**src/rtl/uart_tx_arbiter_if.sv**
```systemverilog
// Handshake bundle between byte producers, the arbiter and the UART transmitter.
// slave = arbiter side, master = producers/transmitter side.
interface uart_tx_arbiter_if #(
  parameter int NREQ = 4,
  parameter int N    = 8,
  parameter int IDXW = 2
);
  logic [NREQ-1:0]   req;
  logic [NREQ*N-1:0] req_data;
  logic [NREQ-1:0]   ack;
  logic              tx_start;
  logic [N-1:0]      tx_data;
  logic              tx_done;
  logic              busy;
  logic [IDXW-1:0]   gnt_idx;
  logic              timeout_err;

  modport slave (
    input  req, req_data, tx_done,
    output ack, tx_start, tx_data, busy, gnt_idx, timeout_err
  );

  modport master (
    output req, req_data, tx_done,
    input  ack, tx_start, tx_data, busy, gnt_idx, timeout_err
  );
endinterface

```
**src/rtl/uart_tx_arbiter.sv**
```systemverilog
// Round-robin scheduler sharing one UART transmitter among NREQ producers.
// Optional WAIT_DONE watchdog: define UART_TX_ARB_TIMEOUT_EN.
module uart_tx_arbiter #(
  parameter int NREQ    = 4,
  parameter int N       = 8,
  parameter int IDXW    = 2,
  parameter int TOW     = 16,
  parameter int TIMEOUT = 2000
) (
  input logic           clk,
  input logic           nrst,
  uart_tx_arbiter_if.slave bus
);

  typedef enum logic [1:0] {
    IDLE,
    START,
    WAIT_DONE
  } state_e;

  state_e          state_q, state_d;
  logic [IDXW-1:0] ptr_q, ptr_d;
  logic [IDXW-1:0] gnt_q, gnt_d;
  logic [N-1:0]    data_q, data_d;
  logic [NREQ-1:0] ack_q, ack_d;
  logic            start_q, start_d;
  logic            busy_q, busy_d;
  logic            terr_q, terr_d;

  logic            hit;
  logic [IDXW-1:0] win;

  // Search starts just after the last winner and wraps at NREQ,
  // so unused indices of a non-power-of-two NREQ are never visited.
  always_comb begin
    hit = 1'b0;
    win = '0;
    for (int off = 1; off <= NREQ; off++) begin
      int j;
      j = int'(ptr_q) + off;
      if (j >= NREQ) j = j - NREQ;
      if (!hit && bus.req[j]) begin
        hit = 1'b1;
        win = IDXW'(j);
      end
    end
  end

`ifdef UART_TX_ARB_TIMEOUT_EN
  logic [TOW-1:0] cnt_q, cnt_d;
  logic           expire;

  assign expire = (cnt_q == TOW'(TIMEOUT - 1));
`endif

  always_comb begin
    state_d = state_q;
    ptr_d   = ptr_q;
    gnt_d   = gnt_q;
    data_d  = data_q;
    ack_d   = '0;
    start_d = 1'b0;
    busy_d  = busy_q;
    terr_d  = 1'b0;
`ifdef UART_TX_ARB_TIMEOUT_EN
    cnt_d   = cnt_q;
`endif
    unique case (state_q)
      IDLE: begin
        if (hit) begin
          state_d    = START;
          ptr_d      = win;
          gnt_d      = win;
          data_d     = bus.req_data[int'(win)*N +: N];
          ack_d[win] = 1'b1;
          start_d    = 1'b1;
          busy_d     = 1'b1;
        end
      end
      START: begin
        state_d = WAIT_DONE;
`ifdef UART_TX_ARB_TIMEOUT_EN
        cnt_d   = '0;
`endif
      end
      WAIT_DONE: begin
        if (bus.tx_done) begin
          state_d = IDLE;
          busy_d  = 1'b0;
        end
`ifdef UART_TX_ARB_TIMEOUT_EN
        else if (expire) begin
          state_d = IDLE;
          busy_d  = 1'b0;
          terr_d  = 1'b1;
        end else begin
          cnt_d = cnt_q + 1'b1;
        end
`endif
      end
      default: begin
        state_d = IDLE;
        busy_d  = 1'b0;
      end
    endcase
  end

  always_ff @(posedge clk or negedge nrst) begin
    if (!nrst) begin
      state_q <= IDLE;
      ptr_q   <= IDXW'(NREQ - 1);
      gnt_q   <= '0;
      data_q  <= '0;
      ack_q   <= '0;
      start_q <= 1'b0;
      busy_q  <= 1'b0;
      terr_q  <= 1'b0;
    end else begin
      state_q <= state_d;
      ptr_q   <= ptr_d;
      gnt_q   <= gnt_d;
      data_q  <= data_d;
      ack_q   <= ack_d;
      start_q <= start_d;
      busy_q  <= busy_d;
      terr_q  <= terr_d;
    end
  end

`ifdef UART_TX_ARB_TIMEOUT_EN
  always_ff @(posedge clk or negedge nrst) begin
    if (!nrst) cnt_q <= '0;
    else       cnt_q <= cnt_d;
  end

  assign bus.timeout_err = terr_q;
`else
  assign bus.timeout_err = 1'b0;
`endif

  assign bus.ack      = ack_q;
  assign bus.tx_start = start_q;
  assign bus.tx_data  = data_q;
  assign bus.busy     = busy_q;
  assign bus.gnt_idx  = gnt_q;

endmodule
```
**src/flat_wrapper.sv**
```systemverilog
// flat-port wrapper written by rule: the top's interface ports become plain ports
module uart_tx_arbiter_flat 
#(
  parameter int NREQ    = 4,
  parameter int N       = 8,
  parameter int IDXW    = 2,
  parameter int TOW     = 16,
  parameter int TIMEOUT = 2000
)
  (clk, nrst, bus_req, bus_req_data, bus_tx_done, bus_ack, bus_tx_start, bus_tx_data, bus_busy, bus_gnt_idx, bus_timeout_err);
  uart_tx_arbiter_if #(.NREQ(NREQ), .N(N), .IDXW(IDXW)) bus_i ();
  input logic clk;
  input logic nrst;
  input wire logic [$bits(bus_i.req)-1:0] bus_req;
  input wire logic [$bits(bus_i.req_data)-1:0] bus_req_data;
  input wire logic [$bits(bus_i.tx_done)-1:0] bus_tx_done;
  output wire logic [$bits(bus_i.ack)-1:0] bus_ack;
  output wire logic [$bits(bus_i.tx_start)-1:0] bus_tx_start;
  output wire logic [$bits(bus_i.tx_data)-1:0] bus_tx_data;
  output wire logic [$bits(bus_i.busy)-1:0] bus_busy;
  output wire logic [$bits(bus_i.gnt_idx)-1:0] bus_gnt_idx;
  output wire logic [$bits(bus_i.timeout_err)-1:0] bus_timeout_err;
  assign bus_i.req = bus_req;
  assign bus_i.req_data = bus_req_data;
  assign bus_i.tx_done = bus_tx_done;
  assign bus_ack = bus_i.ack;
  assign bus_tx_start = bus_i.tx_start;
  assign bus_tx_data = bus_i.tx_data;
  assign bus_busy = bus_i.busy;
  assign bus_gnt_idx = bus_i.gnt_idx;
  assign bus_timeout_err = bus_i.timeout_err;
  uart_tx_arbiter #(.NREQ(NREQ), .N(N), .IDXW(IDXW), .TOW(TOW), .TIMEOUT(TIMEOUT)) u_core (.clk(clk), .nrst(nrst), .bus(bus_i));
endmodule
```
**config.mk**
```make
export PLATFORM = sky130hd
export DESIGN_NAME = uart_tx_arbiter_flat
export DESIGN_NICKNAME = d
export VERILOG_FILES = /design/src/rtl/uart_tx_arbiter_if.sv /design/src/rtl/uart_tx_arbiter.sv /design/src/flat_wrapper.sv
export SDC_FILE = /design/constraint.sdc
export NUM_CORES = 1
export LEC_CHECK = 0
export CAP_MARGIN = 20
export CORE_UTILIZATION = 40
export CTS_BUF_LIST = sky130_fd_sc_hd__clkbuf_8
export DETAILED_ROUTE_END_ITERATION = 12
export DONT_BUFFER_PORTS = 1
export HOLD_SLACK_MARGIN = 0.12
export PLACE_DENSITY = 0.54
export SLEW_MARGIN = 20
export SYNTH_ARGS = -nofsm -noshare
export SYNTH_HDL_FRONTEND = slang
export SYNTH_SLANG_ARGS = --single-unit
```
**constraint.sdc**
```tcl
create_clock -name clk -period 4.9 [get_ports clk]
set_input_delay 1.225 -clock clk [delete_from_list [all_inputs] [get_ports clk]]
set_output_delay 1.225 -clock clk [all_outputs]
set_load 0.05 [all_outputs]
```
# Yosys cells after proc, flatten, opt, wreduce, memory -nomap -nowiden
# Cells that the tools add are included.
dict set report word_totals {
  ff_bits 20
  in_bits 39
  output_inout_bits 17
  wordCells 78
}
dict set report op_classes {
  add_sub_neg 8
  order_cmp 10
  n_eq_ne 4
  shift 1
  muxes 36
  bitwise_logic 1
  n_reduce_logical 11
}
# op n
set ops {}
lappend ops {{$ge 32x4->1 const B} 4}
lappend ops {{$lt 32x4->1 const B} 4}
lappend ops {{$mux 32} 4}
lappend ops {{$sub 32x4->32 const B} 4}
lappend ops {{$shiftx 32x6->8} 1}
lappend ops {{$mux 1} 17}
lappend ops {{$mux 2} 6}
lappend ops {{$bmux 1 s2} 4}
lappend ops {{$mux 4} 2}
lappend ops {{$add 2x2->3 const B} 2}
lappend ops {{$pmux 2 s3} 1}
lappend ops {{$add 2x3->4 const B} 1}
lappend ops {{$logic_and 1x1->1} 4}
lappend ops {{$reduce_and 2->1} 2}
lappend ops {{$add 2x1->3 const B} 1}
lappend ops {{$logic_not 1->1} 3}
lappend ops {{$lt 2x3->1 const B} 1}
lappend ops {{$pmux 1 s3} 1}
lappend ops {{$reduce_and 3->1} 1}
lappend ops {{$demux 1 s2} 1}
lappend ops {{$eq 2x1->1 const B} 1}
lappend ops {{$eq 2x2->1 const B} 1}
lappend ops {{$ge 2x1->1 const B} 1}
lappend ops {{$logic_not 2->1} 1}
lappend ops {{other kinds (3)} 3}

# Logic depth before layout (Yosys ltp)
# Gate-level depths: netlist of run 1.
dict set report depth {
  ltp_word 22
  mapped_depth 7
  depth_no_buf 5
}

# Worst setup path before layout of run 1
# OpenSTA, ideal clock, no wires.
dict set report synth_path {
  path_kind {input to register}
  start {input port bus_req[3]}
  end {register u_core.ack_q[1] (netlist: u_core.bus.ack[1])}
  setup_time_ns 0.118
  arrival_time_ns 2.162
  required_ns 4.782
  slack_ns 2.620
  cell_stages 6
  path_buffers 1
  cell_sequence {nor4_2 -> or3_4 -> inv_2 -> and2_1 -> buf_6 -> and2b_1}
}
dict set report synth_between {
  elab_chain_cells 19
  word_cells_on_any_way 33
  cone_classes {order compare: 2; mux: 24; reduce/logical: 7}
}
# element line_no
set synth_rtl {}
lappend synth_rtl {{start: declaration} flat_wrapper.sv:14} ;# input wire logic [$bits(bus_i.req)-1:0] bus_req;
lappend synth_rtl {{$bmux 1 s2} uart_tx_arbiter.sv:42} ;# if (!hit && bus.req[j]) begin
lappend synth_rtl {{$mux 1 (not written as such) (2 in a row)} uart_tx_arbiter.sv:42}
lappend synth_rtl {{$mux 1} uart_tx_arbiter.sv:42}
lappend synth_rtl {{$logic_not 1->1} uart_tx_arbiter.sv:42}
lappend synth_rtl {{$logic_and 1x1->1} uart_tx_arbiter.sv:42}
lappend synth_rtl {{$mux 1} uart_tx_arbiter.sv:42}
lappend synth_rtl {{$logic_not 1->1} uart_tx_arbiter.sv:42}
lappend synth_rtl {{$logic_and 1x1->1} uart_tx_arbiter.sv:42}
lappend synth_rtl {{[3 not listed]} --}
lappend synth_rtl {{$mux 2} uart_tx_arbiter.sv:42}
lappend synth_rtl {{$lt 2x3->1 (not written as such) / $ge 2x1->1 (equally long branches)} uart_tx_arbiter.sv:75} ;# ack_d[win] = 1'b1;
lappend synth_rtl {{$logic_and 1x1->1 (not written as such)} uart_tx_arbiter.sv:75}
lappend synth_rtl {{$mux 1 (not written as such)} uart_tx_arbiter.sv:75}
lappend synth_rtl {{$demux 1 s2} --}
lappend synth_rtl {{$mux 4 (*)} uart_tx_arbiter.sv:70} ;# if (hit) begin
lappend synth_rtl {{$mux 4 (*)} uart_tx_arbiter.sv:68} ;# unique case (state_q)
lappend synth_rtl {{net u_core.ack_d[1]} uart_tx_arbiter.sv:25} ;# logic [NREQ-1:0] ack_q, ack_d;
lappend synth_rtl {{end signal: assignment} uart_tx_arbiter.sv:123} ;# ack_q <= ack_d;
lappend synth_rtl {{end: declaration} uart_tx_arbiter.sv:25}
# The timed path passes the listed nets; every way through them passes the cells marked *. The select of a mux whose other input is x is not followed.
# A chain may end at the register's enable or synchronous reset.

# Worst setup path after layout of run 1
dict set report layout_path {
  start {input port bus_req[2]}
  end {register u_core.data_q[0] (netlist: u_core.bus.tx_data[0])}
}
dict set report layout_between {
  elab_chain_cells 14
  word_cells_on_any_way 28
  cone_classes {shift: 1; mux: 20; reduce/logical: 7}
}
# element line_no
set layout_rtl {}
lappend layout_rtl {{$bmux 1 s2} uart_tx_arbiter.sv:42}
lappend layout_rtl {{$mux 1 (not written as such) (2 in a row)} uart_tx_arbiter.sv:42}
lappend layout_rtl {{$mux 1} uart_tx_arbiter.sv:42}
lappend layout_rtl {{$logic_not 1->1} uart_tx_arbiter.sv:42}
lappend layout_rtl {{$logic_and 1x1->1} uart_tx_arbiter.sv:42}
lappend layout_rtl {{$mux 1} uart_tx_arbiter.sv:42}
lappend layout_rtl {{$logic_not 1->1} uart_tx_arbiter.sv:42}
lappend layout_rtl {{$logic_and 1x1->1} uart_tx_arbiter.sv:42}
lappend layout_rtl {{$mux 1} uart_tx_arbiter.sv:42}
lappend layout_rtl {{$logic_not 1->1} uart_tx_arbiter.sv:42}
lappend layout_rtl {{$logic_and 1x1->1} uart_tx_arbiter.sv:42}
lappend layout_rtl {{$mux 2 / $mux 1 (equally long branches)} uart_tx_arbiter.sv:42}
lappend layout_rtl {{$shiftx 32x6->8 / $reduce_and 2->1 (equally long branches)} --}
lappend layout_rtl {{end signal: assignment} uart_tx_arbiter.sv:122} ;# data_q <= data_d;
lappend layout_rtl {{end: declaration} uart_tx_arbiter.sv:24} ;# logic [N-1:0] data_q, data_d;
# Parallel ways exist; a longest one is shown, timed or not. The select of a mux whose other input is x is not followed.

==> results of run 1 <==
## synthesized netlist by cell type (all sizes together), types with 4 or more instances
| cell | count | area (µm²) |
|---|---|---|
| o21ai | 12 | 60.1 |
| a211oi | 8 | 100 |
| inv | 4 | 15.0 |
| nor2 | 14 | 52.6 |
| and4b | 8 | 80.1 |
| buf | 7 | 68.8 |
| nand3 | 8 | 40.0 |
| dfrtp | 18 | 450 |
| nand2 | 4 | 22.5 |
| mux2i | 10 | 100 |
## path summary, 6_finish.rpt
| kind | end | slack, ns | cells after the start |
|---|---|---|---|
| min in group asynchronous | u_core.bus.tx_data[7] | 0.66 | 0 |
| min | u_core.bus.busy | 0.50 | 1 |
| max in group asynchronous | u_core.ptr_q[1] | 4.07 | 0 |
| max reg2reg | u_core.bus.tx_data[4] | 2.91 | 5 |
| max | u_core.bus.tx_data[0] | 2.51 | 5 |
| min reg2reg | u_core.bus.busy | 0.50 | 1 |
## kinds of logic after synthesis
logic type	after synthesis	share of synthesized area, %
simple gates	42	21.0
flops	20	41.0
compound gates	32	21.8
mux	11	9.07
other cells	1	0.306
buf+inv	11	6.83
## worst register-to-register path, stage by stage, from the launching register on
cell and delay [ns]:
dfstp_2 0.62, mux2i_1 0.28, o22a_1 0.42, nand2_4 0.19
mux2i_1 0.25, a211oi_2 0.09
## power groups by stage
stage          combinational [mW]  sequential, mW  clock [mW]
6_report                    0.341           0.520       0.105
2_1_floorplan               0.340           0.500           0
3_3_place_gp                0.332           0.525           0
4_1_cts                     0.342           0.521       0.106
3_5_place_dp                0.342           0.525           0
5_1_grt                     0.380           0.531       0.112
## flip-flops by register name, indices dropped and copies added (netlist names)
register             flops
u_core.ptr_q             2
u_core.bus.ack           4
u_core.bus.busy          1
u_core.bus.tx_data       8
u_core.bus.tx_start      1
u_core.state_q           2
u_core.bus.gnt_idx       2
## final cells by class
cell class	count	share of cell area [%]
multi-input cells	86	51.7
flip-flops and latches	20	40.6
clock buffers	3	3.33
well taps	31	3.13
inverters	4	1.21
## per-layer routing
| metal | vias up | routed length, µm |
|---|---|---|
| li1 | 416 | - |
| met1 | 398 | 1250 |
| met5 | - | 0 |
| met2 | 41 | 1040 |
| met4 | 0 | 42 |
| met3 | 4 | 241 |
## cell usage in the layout, fill, tap and decap left out, types with 2 or more instances in the layout
| cell | synthesis | layout |
|---|---|---|
| o21ai_1 | 2 | 2 |
| and2_1 | 2 | 2 |
| mux2i_1 | 10 | 10 |
| dfrtp_1 | 18 | 18 |
| a21o_1 | 2 | 2 |
| nor2_1 | 14 | 14 |
| inv_1 | 3 | 3 |
| nand2_1 | 3 | 3 |
| a211oi_2 | 8 | 8 |
| o21ai_0 | 10 | 10 |
| nand3_1 | 8 | 8 |
| o21a_1 | 2 | 2 |
| dfstp_2 | 2 | 2 |
| clkbuf_8 | 0 | 3 |
| and4b_1 | 8 | 8 |
==> results.md, run 1 <==
- Status: complete, but fails checks
- Violated checks: design-rule violations
- FILL cells: 288
- Vias in the first global route: 808
- Prevailing post-synth register cell: dfrtp_1
- Area after DPL: 1200 µm²
- Per-cell routed wire length: 17.9 µm
- CP startpoint: bus_req[2]
- Worst setup EP type: flip-flop
- Worst path slowest cell: and2_1
- Fin cells: 144
- Hold WS: just over 0.5 ns
- Clk sinks: 20
- Flop pwr share: between 50% and 60%
- Post-synth EDFFs: 0
- Fraction of layout cells with a size suffix above 1: about 19%
- WP data required: 5.02 ns
- Setup violators final: 0
- Setup TNS: 0 ns
- Syn. warnings: 0
- Largest delay contributor family on the critical path: simple AND/OR/NAND/NOR gates
- Worst slack at placement: about 2.2 ns
- Combinational share of power: a little over a third
- Fin crit share: 48.9%
- Minimum clock period: between 2 and 2.5 ns
- Mapped cell area: 1230 µm²
- TritonRoute pass-1 iters: 8
- Post_cts resized: 0
- Unrepaired setup endpoints after global routing: false
- Grt ovf: 0
- Ys async rst share: 100%
- Synth Instances: approximately 120
- Fmax: 418 MHz
- Antenna violations before repair: 0
- TritonCTS Buffers: 3
- CP Cell Sequence: nor4_2 -> or3_4 -> inv_2 -> and2_1 -> a211oi_2
- Area Overhead vs Synth: 0.918%
- Slew at the pin closest to its max-slew limit: 0.542 ns
- HPWL after detailed placement: 1990 µm
- Lkg Pwr: 0.545 nW
- Cell variety after synth: 35
- CTS Root Cell: clkbuf_8
- DR vias: 859
- DP Cell Count: 141
- Die height: roughly 57 µm
- Sw Pwr: 0.513 mW
- GRT met1 Usage: 24.8%
- CTS H-tree depth: 1
- Initial core utilization: 43.4%
- Reg2reg start: u_core.ptr_q[1]
- Skew final: just over 0.005 ns
- FF+latch area: roughly 500 µm²
- Internal Power: between 0.4 and 0.5 mW
- CP startpoint kind: input pin
- Worst Setup Slack, final: 2.51 ns
- Max Cap Violations: 0
- Pwr dens: a little under 800 nW/µm²
- Setup Buffers After CTS: 0
- Hold Crit Class: reg -> reg
- Worst-case clock buffer depth: 2
- Port bufs: 0
- Ant. Diodes: 0
- Post-layout nets: 154
- GRT Total Usage: 16.6%
- Max incr delay on CP: a little under 0.5 ns
- Post-synthesis register bit count: 20
- GP Congestion: between 0.7 and 0.8
- CP max FO: 22
- Detailed Route Iter0 Violations: 26
- Mean Syn Cell Area: 10.5 µm²
- Clk pin slew, worst setup/hold paths: 0.07 ns
- DRC viols: 4
- GRT busiest layer: met1
- Switching Fraction: 53.1%
- Core Area: about 2800 µm²
- Critical Path AT: 2.51 ns
- Final hold viol count: 0
- I/O Pins: 56
- Utilization after layout: 43.8%
- Largest net degree at the start of global routing: 23
- Final ANT Viol Nets: 0
- Multi-input gate area: 641 µm²
- VDD IR max: 207 µV
- Worst Setup Path Type: in -> reg
- Final instance area: around 1200 µm²
- Post-Syn Nets: 156
- Via-to-Cell Ratio: about 6.0
- CP bufs+invs: 1
- Final Max Slew Viols: 0
- Total power: about 0.97 mW
- HP Start: u_core.state_q[1]
- CTS tree: built
- Worst skew pair latency: 0.25 ns
- Grt met3 use: 4.99%
- Row count: 19
- First-pass GRT wire length: 4060 µm
- Sequential-to-total area share from yosys stat: 41.0%
- Drt total wl: 2580 µm
- GR met2 Demand/Resource: 21.8%
- Die Width: ~57 µm
- Die area: approximately 3300 µm²
- Slew Limit Headroom: 63.8%
- Clock power frac: 10.8%
- CTS Hold Bufs: 0
(Power assumes the default switching activity.)
==> inputs of run 2 (changes only) <==
==> constraint.sdc (replaced) <==
create_clock -name clk -period 2.29 [get_ports clk]
set_input_delay 0.5725 -clock clk [delete_from_list [all_inputs] [get_ports clk]]
set_output_delay 0.5725 -clock clk [all_outputs]
set_load 0.05 [all_outputs]
==> results.md, run 2 (synthesized netlist as in run 1, its figures left out) <==
- Antenna violations before repair: 0 (unchanged)
- Clock power frac: 10.8% (about the same)
- DRC viols: 4 (unchanged)
- GRT Total Usage: 16.8% (+0.19 points)
- Switching Fraction: 53.3% (+0.16 points)
- Hold WS: 0.153 ns (-0.351 ns)
- WP data required: 2.41 ns (-2.61 ns)
- Critical Path AT: 2.13 ns (-0.38 ns)
- Worst-case clock buffer depth: 2 (unchanged)
- Final Max Slew Viols: 0 (unchanged)
- CP max FO: 9 (-59%)
- Initial core utilization: 43.4% (unchanged)
- Slew at the pin closest to its max-slew limit: 0.816 ns (+0.274 ns)
- Flop pwr share: 53.6% (-0.2 points)
- Drt total wl: 2620 µm (+1.4%)
- CTS Root Cell: clkbuf_8
- Worst skew pair latency: 0.25 ns (about the same)
- Lkg Pwr: 0.549 nW (+0.77%)
- Commonest non-fill, non-tap cell in the layout: dfrtp_1
- Area Overhead vs Synth: 1.73%
- VDD IR max: 444 µV (+110%)
- Max Cap Violations: 0 (unchanged)
- I/O Pins: 56 (unchanged)
- CP startpoint kind: flip-flop
- Status: complete, but fails checks
- Setup TNS: 0 ns (unchanged)
- GP Congestion: 0.713 (unchanged)
- TritonCTS Buffers: 3 (unchanged)
- Per-cell routed wire length: 18.0 µm (+0.70%)
- Worst Setup Path Type: reg -> reg
- DR vias: 869 (+1.2%)
- Die Width: 57.4 µm (unchanged)
- TritonRoute pass-1 iters: 8 (unchanged)
- Grt ovf: 0 (unchanged)
- Die area: 3290 µm² (unchanged)
- Unrepaired setup endpoints after global routing: false
- CTS tree: built
- Row count: 19 (unchanged)
- Most frequent cells in the layout: dfrtp_1 (18), nor2_1 (14), mux2i_1 (10), o21ai_0 (10)
- Max reg flops: 8 (unchanged)
- Minimum clock period: 2.01 ns
- Via-to-Cell Ratio: 5.99 (+0.47%)
- Setup Buffers After CTS: 0 (unchanged)
- Worst setup EP type: flip-flop
- Skew final: 0.00423 ns (-0.000926 ns)
- Fmax: 498 MHz
- Port bufs: 0 (unchanged)
- Violated checks: design-rule violations
- Pwr dens: 1660 nW/µm² (+110%)
- Sw Pwr: 1.11 mW (+120%)
- Internal Power: 0.969 mW (+110%)
- HPWL after detailed placement: 1990 µm (unchanged)
- Clk pin slew, worst setup/hold paths: 0.07 ns (about the same)
- Setup violators final: 0 (unchanged)
- Core Area: 2830 µm² (unchanged)
- Largest net degree at the start of global routing: 23 (unchanged)
- First-pass GRT wire length: 4110 µm (+1.0%)
- Fin crit share: 87.6%
- Die height: 57.4 µm (unchanged)
- Final hold viol count: 0 (unchanged)
- Hold Crit Class: in -> async
- Clk sinks: 20 (unchanged)
- Slew Limit Headroom: 45.4% (-18 points)
- Vias in the first global route: 813 (+0.62%)
- Ant. Diodes: 0 (unchanged)
- Detailed Route Iter0 Violations: 24 (-7.7%)
- Combinational share of power: 35.6% (+0.3 points)
- Final ANT Viol Nets: 0 (unchanged)
- CTS H-tree depth: 1 (unchanged)
- FILL cells: 287 (-0.35%)
- Post-layout nets: 155 (+0.65%)
- Fraction of layout cells with a size suffix above 1: 18.4% (-0.16 points)
==> run 2: layer usage <==
metal  part of all wire, %  wire length, µm  vias to the layer above  GRT usage (%)
met5                     0                0                        -              0
met4                   1.6               42                        0           7.32
met3                   9.5              249                        4           4.99
met2                    39             1010                       44           21.6
met1                    50             1310                      403           25.5
li1                      -                -                      418              -
==> run 2: power groups by stage <==
stage | clock network [mW] | registers, mW | logic (mW)
global placement | 0 | 1.12 | 0.711
CTS | 0.226 | 1.12 | 0.740
detailed placement | 0 | 1.12 | 0.732
finish | 0.224 | 1.11 | 0.738
floorplan | 0 | 1.07 | 0.727
global route | 0.241 | 1.14 | 0.822
==> run 2: worst max-delay path, cell delays in order, from the launching register on <==
cell and delay, ns:
dfstp_2 0.62, mux2i_1 0.28, o22a_1 0.43, nand2_4 0.19, mux2i_1 0.26, a211oi_2 0.10
==> run 2: area by class of cell <==
cell class | count | area (µm²) | area share, %
Clock buffer | 3 | 41.3 | 3.31
Inverter | 4 | 15.0 | 1.20
Multi-Input combinational cell | 86 | 641 | 51.3
Sequential cell | 20 | 503 | 40.3
Tap cell | 31 | 38.8 | 3.11
Timing Repair Buffer | 1 | 10.0 | 0.802
==> run 2: what timing repair did <==
action / in CTS / in global routing
setup endpoints to repair: 0 / 0
hold endpoints to repair: 18 / 0
hold buffers: 1 / 0
gates resized for setup: 0 / 0
==> run 2: worst paths after layout <==
check	to	slack, ns	start	depth (start not counted)
setup / recovery	u_core.bus.tx_data[4]	0.28	u_core.ptr_q[1]	5
hold / removal	u_core.ptr_q[0]	0.15	nrst	0
setup reg to reg	u_core.bus.tx_data[4]	0.28	u_core.ptr_q[1]	5
hold reg to reg	u_core.bus.busy	0.50	u_core.state_q[1]	1
max in group asynchronous	u_core.bus.busy	0.93	nrst	1
min in group clk	u_core.bus.busy	0.50	u_core.state_q[1]	1
==> run 2: metrics by stage <==
stage / util, % / total power [mW] / worst slack, ns / instances / cell area, µm²
2_1_floorplan: - / 1.80 / 0.641 / 117 / 1230
3_3_place_gp: 42.3 / 1.83 / 0.326 / 141 / 1200
3_5_place_dp: 42.3 / 1.86 / 0.283 / 141 / 1200
4_1_cts: 44.1 / 2.08 / 0.307 / 145 / 1250
5_1_grt: 44.1 / 2.20 / 0.199 / 145 / 1250
6_report: 44.1 / 2.07 / 0.283 / 145 / 1250
==> inputs of run 3 (changes only) <==
--- a/config.mk
+++ b/config.mk
@@ -5,7 +5,6 @@
 export SDC_FILE = /design/constraint.sdc
 export NUM_CORES = 1
 export LEC_CHECK = 0
-export CAP_MARGIN = 20
 export CORE_UTILIZATION = 40
 export CTS_BUF_LIST = sky130_fd_sc_hd__clkbuf_8
 export DETAILED_ROUTE_END_ITERATION = 12
==> results of run 3 <==
Final layout, timing and power as in run 2 (identical DEF).
